--- config.mk ---
export PLATFORM = sky130hd
export DESIGN_NAME = tag_req_sched_flat
export DESIGN_NICKNAME = d
export VERILOG_FILES = /design/src/rtl/tag_req_sched_if.sv /design/src/rtl/tag_req_sched.sv /design/src/flat_wrapper.sv
export SDC_FILE = /design/constraint.sdc
export NUM_CORES = 1
export LEC_CHECK = 0
export CORE_MARGIN = 8
export CORE_UTILIZATION = 20
export DETAILED_ROUTE_END_ITERATION = 8
export PLACE_DENSITY = 0.95
export SLEW_MARGIN = 20
export SYNTH_ARGS = -nofsm -noshare
export SYNTH_HDL_FRONTEND = slang
export SYNTH_SLANG_ARGS = --single-unit
--- constraint.sdc ---
create_clock -name clk -period 4.35 [get_ports clk]
set_input_delay 1.305 -clock clk [delete_from_list [all_inputs] [get_ports clk]]
set_output_delay 1.305 -clock clk [all_outputs]
set_load 0.1 [all_outputs]
--- src/rtl/tag_req_sched_if.sv ---
// Request/array bundle for tag_req_sched: lookup, refill and ECC-fix inputs,
// array read/write port, and the lookup response / fix counter outputs.
interface tag_req_sched_if #(
  parameter int unsigned IDX_W = 6,
  parameter int unsigned WAY_N = 4,
  parameter int unsigned TAG_W = 28
);
  logic             lkp_req_valid_i;
  logic [IDX_W-1:0] lkp_req_idx_i;
  logic             lkp_req_ready_o;

  logic             rfl_req_valid_i;
  logic [IDX_W-1:0] rfl_req_idx_i;
  logic [WAY_N-1:0] rfl_req_way_i;
  logic [TAG_W-1:0] rfl_req_tag_i;
  logic             rfl_req_ready_o;

  logic             ecc_err_valid_i;
  logic [WAY_N-1:0] ecc_err_way_i;
  logic [TAG_W-1:0] ecc_fix_tag_i;

  logic             rd_req_valid_o;
  logic [IDX_W-1:0] rd_req_idx_o;
  logic [WAY_N-1:0] rd_req_way_o;

  logic             wr_req_valid_o;
  logic [IDX_W-1:0] wr_req_idx_o;
  logic [WAY_N-1:0] wr_req_way_o;
  logic [TAG_W-1:0] wr_req_tag_o;

  logic             lkp_rsp_valid_o;
  logic [7:0]       ecc_fix_cnt_o;

  modport slave (
    input  lkp_req_valid_i, lkp_req_idx_i,
    output lkp_req_ready_o,
    input  rfl_req_valid_i, rfl_req_idx_i, rfl_req_way_i, rfl_req_tag_i,
    output rfl_req_ready_o,
    input  ecc_err_valid_i, ecc_err_way_i, ecc_fix_tag_i,
    output rd_req_valid_o, rd_req_idx_o, rd_req_way_o,
    output wr_req_valid_o, wr_req_idx_o, wr_req_way_o, wr_req_tag_o,
    output lkp_rsp_valid_o, ecc_fix_cnt_o
  );

  modport master (
    output lkp_req_valid_i, lkp_req_idx_i,
    input  lkp_req_ready_o,
    output rfl_req_valid_i, rfl_req_idx_i, rfl_req_way_i, rfl_req_tag_i,
    input  rfl_req_ready_o,
    output ecc_err_valid_i, ecc_err_way_i, ecc_fix_tag_i,
    input  rd_req_valid_o, rd_req_idx_o, rd_req_way_o,
    input  wr_req_valid_o, wr_req_idx_o, wr_req_way_o, wr_req_tag_o,
    input  lkp_rsp_valid_o, ecc_fix_cnt_o
  );
endinterface

--- src/rtl/tag_req_sched.sv ---
// Tag array request scheduler: refill > lookup with anti-starvation, plus an
// ECC correction write-back slot when TAG_ECC_FIX_EN is defined.
module tag_req_sched #(
  parameter int unsigned IDX_W      = 6,
  parameter int unsigned WAY_N      = 4,
  parameter int unsigned TAG_W      = 28,
  parameter int unsigned STARVE_MAX = 4
) (
  input logic             clk,
  input logic             rst_n,
  tag_req_sched_if.slave  bus
);

  localparam int unsigned SC_W = $clog2(STARVE_MAX + 1);
  localparam logic [SC_W-1:0] STARVE_LIM = SC_W'(STARVE_MAX);

  typedef enum logic [0:0] {IDLE = 1'b0, FIX = 1'b1} state_e;

  state_e           state_q, state_nxt;
  logic [SC_W-1:0]  starve_cnt_q;
  logic             lkp_rsp_valid_q;

  logic             starved;
  logic             err_blk;
  logic             lkp_ready, rfl_ready;
  logic             lkp_gnt, rfl_gnt;
  logic             rd_valid;
  logic [IDX_W-1:0] rd_idx;
  logic [WAY_N-1:0] rd_way;
  logic             wr_valid;
  logic [IDX_W-1:0] wr_idx;
  logic [WAY_N-1:0] wr_way;
  logic [TAG_W-1:0] wr_tag;

`ifdef TAG_ECC_FIX_EN
  logic [IDX_W-1:0] rsp_idx_q;
  logic [IDX_W-1:0] fix_idx_q;
  logic [WAY_N-1:0] fix_way_q;
  logic [TAG_W-1:0] fix_tag_q;
  logic [7:0]       fix_cnt_q;
`else
  logic             unused_ecc;
  assign unused_ecc = ^{bus.ecc_err_valid_i, bus.ecc_err_way_i, bus.ecc_fix_tag_i};
`endif

  assign starved = (starve_cnt_q == STARVE_LIM);

  always_ff @(posedge clk or negedge rst_n) begin
    if (!rst_n) state_q <= IDLE;
    else        state_q <= state_nxt;
  end

  // Arbitration, error block and array port drive; all quiet while in reset.
  always_comb begin
    state_nxt = state_q;
    err_blk   = 1'b0;
    lkp_ready = 1'b0;
    rfl_ready = 1'b0;
    lkp_gnt   = 1'b0;
    rfl_gnt   = 1'b0;
    rd_valid  = 1'b0;
    rd_idx    = '0;
    rd_way    = '0;
    wr_valid  = 1'b0;
    wr_idx    = '0;
    wr_way    = '0;
    wr_tag    = '0;
    if (rst_n) begin
      case (state_q)
        IDLE: begin
`ifdef TAG_ECC_FIX_EN
          err_blk = lkp_rsp_valid_q && bus.ecc_err_valid_i;
`endif
          if (err_blk) begin
            state_nxt = FIX;
          end else begin
            lkp_ready = starved || !bus.rfl_req_valid_i;
            rfl_ready = !(starved && bus.lkp_req_valid_i);
            lkp_gnt   = bus.lkp_req_valid_i && lkp_ready;
            rfl_gnt   = bus.rfl_req_valid_i && rfl_ready;
            if (lkp_gnt) begin
              rd_valid = 1'b1;
              rd_idx   = bus.lkp_req_idx_i;
              rd_way   = '1;
            end else if (rfl_gnt) begin
              wr_valid = 1'b1;
              wr_idx   = bus.rfl_req_idx_i;
              wr_way   = bus.rfl_req_way_i;
              wr_tag   = bus.rfl_req_tag_i;
            end
          end
        end
        FIX: begin
`ifdef TAG_ECC_FIX_EN
          wr_valid = 1'b1;
          wr_idx   = fix_idx_q;
          wr_way   = fix_way_q;
          wr_tag   = fix_tag_q;
`endif
          state_nxt = IDLE;
        end
        default: state_nxt = IDLE;
      endcase
    end
  end

  // Starvation counter and lookup response pipeline.
  always_ff @(posedge clk or negedge rst_n) begin
    if (!rst_n) begin
      starve_cnt_q    <= '0;
      lkp_rsp_valid_q <= 1'b0;
    end else begin
      lkp_rsp_valid_q <= lkp_gnt;
      if (lkp_gnt)
        starve_cnt_q <= '0;
      else if (bus.lkp_req_valid_i && rfl_gnt && !starved)
        starve_cnt_q <= starve_cnt_q + 1'b1;
    end
  end

`ifdef TAG_ECC_FIX_EN
  // Correction capture and saturating write-back count.
  always_ff @(posedge clk or negedge rst_n) begin
    if (!rst_n) begin
      rsp_idx_q <= '0;
      fix_idx_q <= '0;
      fix_way_q <= '0;
      fix_tag_q <= '0;
      fix_cnt_q <= 8'd0;
    end else begin
      if (lkp_gnt) rsp_idx_q <= bus.lkp_req_idx_i;
      if (err_blk) begin
        fix_idx_q <= rsp_idx_q;
        fix_way_q <= bus.ecc_err_way_i;
        fix_tag_q <= bus.ecc_fix_tag_i;
      end
      if (state_q == FIX && fix_cnt_q != 8'hFF) fix_cnt_q <= fix_cnt_q + 8'd1;
    end
  end

  assign bus.ecc_fix_cnt_o = fix_cnt_q;
`else
  assign bus.ecc_fix_cnt_o = 8'd0;
`endif

  assign bus.lkp_req_ready_o = lkp_ready;
  assign bus.rfl_req_ready_o = rfl_ready;
  assign bus.rd_req_valid_o  = rd_valid;
  assign bus.rd_req_idx_o    = rd_idx;
  assign bus.rd_req_way_o    = rd_way;
  assign bus.wr_req_valid_o  = wr_valid;
  assign bus.wr_req_idx_o    = wr_idx;
  assign bus.wr_req_way_o    = wr_way;
  assign bus.wr_req_tag_o    = wr_tag;
  assign bus.lkp_rsp_valid_o = lkp_rsp_valid_q;

endmodule

--- src/flat_wrapper.sv ---
// flat-port wrapper written by rule: the top's interface ports become plain ports
module tag_req_sched_flat 
#(
  parameter int unsigned IDX_W      = 6,
  parameter int unsigned WAY_N      = 4,
  parameter int unsigned TAG_W      = 28,
  parameter int unsigned STARVE_MAX = 4
)
  (clk, rst_n, bus_lkp_req_valid_i, bus_lkp_req_idx_i, bus_lkp_req_ready_o, bus_rfl_req_valid_i, bus_rfl_req_idx_i, bus_rfl_req_way_i, bus_rfl_req_tag_i, bus_rfl_req_ready_o, bus_ecc_err_valid_i, bus_ecc_err_way_i, bus_ecc_fix_tag_i, bus_rd_req_valid_o, bus_rd_req_idx_o, bus_rd_req_way_o, bus_wr_req_valid_o, bus_wr_req_idx_o, bus_wr_req_way_o, bus_wr_req_tag_o, bus_lkp_rsp_valid_o, bus_ecc_fix_cnt_o);
  tag_req_sched_if #(.IDX_W(IDX_W), .WAY_N(WAY_N), .TAG_W(TAG_W)) bus_i ();
  input logic clk;
  input logic rst_n;
  input wire logic [$bits(bus_i.lkp_req_valid_i)-1:0] bus_lkp_req_valid_i;
  input wire logic [$bits(bus_i.lkp_req_idx_i)-1:0] bus_lkp_req_idx_i;
  output wire logic [$bits(bus_i.lkp_req_ready_o)-1:0] bus_lkp_req_ready_o;
  input wire logic [$bits(bus_i.rfl_req_valid_i)-1:0] bus_rfl_req_valid_i;
  input wire logic [$bits(bus_i.rfl_req_idx_i)-1:0] bus_rfl_req_idx_i;
  input wire logic [$bits(bus_i.rfl_req_way_i)-1:0] bus_rfl_req_way_i;
  input wire logic [$bits(bus_i.rfl_req_tag_i)-1:0] bus_rfl_req_tag_i;
  output wire logic [$bits(bus_i.rfl_req_ready_o)-1:0] bus_rfl_req_ready_o;
  input wire logic [$bits(bus_i.ecc_err_valid_i)-1:0] bus_ecc_err_valid_i;
  input wire logic [$bits(bus_i.ecc_err_way_i)-1:0] bus_ecc_err_way_i;
  input wire logic [$bits(bus_i.ecc_fix_tag_i)-1:0] bus_ecc_fix_tag_i;
  output wire logic [$bits(bus_i.rd_req_valid_o)-1:0] bus_rd_req_valid_o;
  output wire logic [$bits(bus_i.rd_req_idx_o)-1:0] bus_rd_req_idx_o;
  output wire logic [$bits(bus_i.rd_req_way_o)-1:0] bus_rd_req_way_o;
  output wire logic [$bits(bus_i.wr_req_valid_o)-1:0] bus_wr_req_valid_o;
  output wire logic [$bits(bus_i.wr_req_idx_o)-1:0] bus_wr_req_idx_o;
  output wire logic [$bits(bus_i.wr_req_way_o)-1:0] bus_wr_req_way_o;
  output wire logic [$bits(bus_i.wr_req_tag_o)-1:0] bus_wr_req_tag_o;
  output wire logic [$bits(bus_i.lkp_rsp_valid_o)-1:0] bus_lkp_rsp_valid_o;
  output wire logic [$bits(bus_i.ecc_fix_cnt_o)-1:0] bus_ecc_fix_cnt_o;
  assign bus_i.lkp_req_valid_i = bus_lkp_req_valid_i;
  assign bus_i.lkp_req_idx_i = bus_lkp_req_idx_i;
  assign bus_lkp_req_ready_o = bus_i.lkp_req_ready_o;
  assign bus_i.rfl_req_valid_i = bus_rfl_req_valid_i;
  assign bus_i.rfl_req_idx_i = bus_rfl_req_idx_i;
  assign bus_i.rfl_req_way_i = bus_rfl_req_way_i;
  assign bus_i.rfl_req_tag_i = bus_rfl_req_tag_i;
  assign bus_rfl_req_ready_o = bus_i.rfl_req_ready_o;
  assign bus_i.ecc_err_valid_i = bus_ecc_err_valid_i;
  assign bus_i.ecc_err_way_i = bus_ecc_err_way_i;
  assign bus_i.ecc_fix_tag_i = bus_ecc_fix_tag_i;
  assign bus_rd_req_valid_o = bus_i.rd_req_valid_o;
  assign bus_rd_req_idx_o = bus_i.rd_req_idx_o;
  assign bus_rd_req_way_o = bus_i.rd_req_way_o;
  assign bus_wr_req_valid_o = bus_i.wr_req_valid_o;
  assign bus_wr_req_idx_o = bus_i.wr_req_idx_o;
  assign bus_wr_req_way_o = bus_i.wr_req_way_o;
  assign bus_wr_req_tag_o = bus_i.wr_req_tag_o;
  assign bus_lkp_rsp_valid_o = bus_i.lkp_rsp_valid_o;
  assign bus_ecc_fix_cnt_o = bus_i.ecc_fix_cnt_o;
  tag_req_sched #(.IDX_W(IDX_W), .WAY_N(WAY_N), .TAG_W(TAG_W), .STARVE_MAX(STARVE_MAX)) u_core (.clk(clk), .rst_n(rst_n), .bus(bus_i));
endmodule
==> out/metrics.cfg <==
[sta]
rsz0062_at_grt=no
max_freq_ghz=0.243
setup_ws_ps=232
fin_crit_ps=4120
worst_pin_slew_ps=989
maxSlewHeadroom=0.339
fin_worst_skew_ps=5.50
tns_ps=0
slew_viol_final=0
hold_viol=0
min_period_over_period=0.947
setup_viol=0

[grt]
grt_pass1_wl_microns=5430
grt_pass1_vias=1116
grt_max_degree=30
track_usage=0.130
grt_overflow=0
antenna_found_initial=0

[finish]
drive_above_1_share=0.355
nets=271
antennaDiodeCount=0
fin_util=0.669
fin_area_sq_um=2200
area_growth_pct=228

[logic_synthesis]
syn_avg_cell_area_sq_um=7.44
yosysMostFrequentCell=and3_1
yosysUniqueCellTypes=20
synth_cells=90
synth-edff-count=0
synthesis.area_sq_um=669
synth_area_leader_cell=and3_1
synth-seq-cells=4
synth_area_leaders=and3_1 36%, dfrtp_1 15%, buf_4 13%
synth_flop_cell=dfrtp_1
synth_commonest_cells=38 x and3_1, 12 x buf_4, 6 x and2_1
ys_warn_count=0
async_flop_share=1.00
seq_area_frac_synth=0.150
synth_top_cell_area_share=0.355

[placement]
gp_congestion=0.763
dp_hpwl_microns=3180
io_buffers=100
dp_worst_setup_slack_ps=227
placed_area_sq_um=2170

[flow_run]
maxCapViolCount=0

[route]
drc=0
drt_iter0_markers=23
ant_nets=0
wl_per_cell_microns=15.6
vias=1000
via_per_inst=4.31
dr.pass1.iters=2
postRouteWirelength_microns=3620

[cts]
cts_tree=yes
postCtsHoldBufs=0
cts.clk_slew.worst_paths_ps=40
h-tree-depth=1
postCtsResizedCells=0
root_buffer=clkbuf_4
cts_setup_buffers=0
clock_latency_ps=250
cts-buffers-inserted=3
cts.sinks=4
cts_buffer_depth=2

[floorplan]
num_rows=21
die_x_microns=73.9
ios=142
start_util=0.204
core_area_sq_um=3280
die-height_microns=73.9
die_area_sq_um=5450

[power]
leakagePower_nw=1.03
p_int_mw=0.200
p_seq_frac=0.102
switchingPower_mw=0.247
swShare=0.552
clock_power_share=0.111
ir_drop_mv=0.152
power_density_nw_per_um2=204
p_comb_frac=0.787

[setup_path]
crit_required_ps=3040
r2r_cells=5
critical_path_arrival_ps=2810
cp-end-kind=output port
criticalPathCategory=in -> out
crit_fanout=29
critPathLaunchType=input port

[worst_hold_path]
worstHoldPathType=reg -> reg
min_path_cells=1

[run_status]
status=finished, final reports clean

[flip-flops by register name, summed over array words and instances, names as in the netlist]
register	flops
u_core.bus.lkp_rsp_valid_o	1
u_core.starve_cnt_q	3
[power by group through the flow]
stage | clock network, mW | registers, mW | logic, mW
3_3_place_gp | 0 | 0.0457 | 0.349
2_1_floorplan | 0 | 0.0482 | 0.224
4_1_cts | 0.0539 | 0.0455 | 0.355
6_report | 0.0495 | 0.0456 | 0.352
5_1_grt | 0.0538 | 0.0461 | 0.365
3_5_place_dp | 0 | 0.0461 | 0.354
[worst max-delay path, stage by stage]
cell and delay, ps:
clkdlybuf4s50_1 560, inv_2 70, a31oi_4 140, buf_4 280, and3_1 250, buf_12 190
[cells in the final DEF (no fill, tap or decap), drive strengths merged]
master,netlist,layout
a21boi,1,1
a31oi,1,1
and2,7,7
and3,38,38
buf,16,58
clkbuf,4,3
clkdlybuf4s50,0,48
conb,1,8
dfrtp,4,4
ha,2,2
inv,3,3
nand2,4,4
nand3,1,1
nand4,1,1
nor2,2,2
nor3b,1,1
o21ai,4,4
[routing by layer]
layer  routed length (microns)  GRT usage
met1                      1250      0.122
met5                         0          0
met4                        49     0.0466
met2                      1960      0.239
met3                       351     0.0600
[through the flow]
stage	hold WS [ps]	cells	power, mW
final	523	232	0.447
after global routing	552	232	0.465
after CTS	521	232	0.454
after detailed placement	512	229	0.400
after global placement	495	229	0.395
after floorplan	475	97	0.272
[cell families (layout without fill, tap and decap cells)]
| logic type | after synthesis | after routing | synth area share |
|---|---|---|---|
| adders and majority gates | 2 | 2 | 0.0374 |
| buffers and inverters | 23 | 112 | 0.241 |
| DFF | 4 | 4 | 0.150 |
| other | 1 | 8 | 0.00560 |
| and+or+nand+nor | 54 | 54 | 0.488 |
| AOI/OAI and AO/OA | 6 | 6 | 0.0785 |
[layout make-up]
| type | instances | area (sq um) |
|---|---|---|
| Multi-Input combinational cell | 70 | 439 |
| Clock buffer | 3 | 22.5 |
| Timing Repair Buffer | 106 | 1570 |
| Fill cell | 240 | 1090 |
| Sequential cell | 4 | 100 |
| Tap cell | 46 | 57.6 |
| Inverter | 3 | 11.3 |
[final timing paths]
kind,from,to,slack (ps)
worst max-delay path,rst_n,bus_wr_req_tag_o[8],230
worst min register to register,u_core.starve_cnt_q[0],u_core.starve_cnt_q[0],520
max in group asynchronous,rst_n,u_core.starve_cnt_q[2],2770
worst max register to register,u_core.starve_cnt_q[0],u_core.starve_cnt_q[0],3040
worst min-delay path,u_core.starve_cnt_q[0],u_core.starve_cnt_q[0],520
min in group asynchronous,rst_n,u_core.bus.lkp_rsp_valid_o,1260
Note: power is estimated with default switching activity, not from simulation.
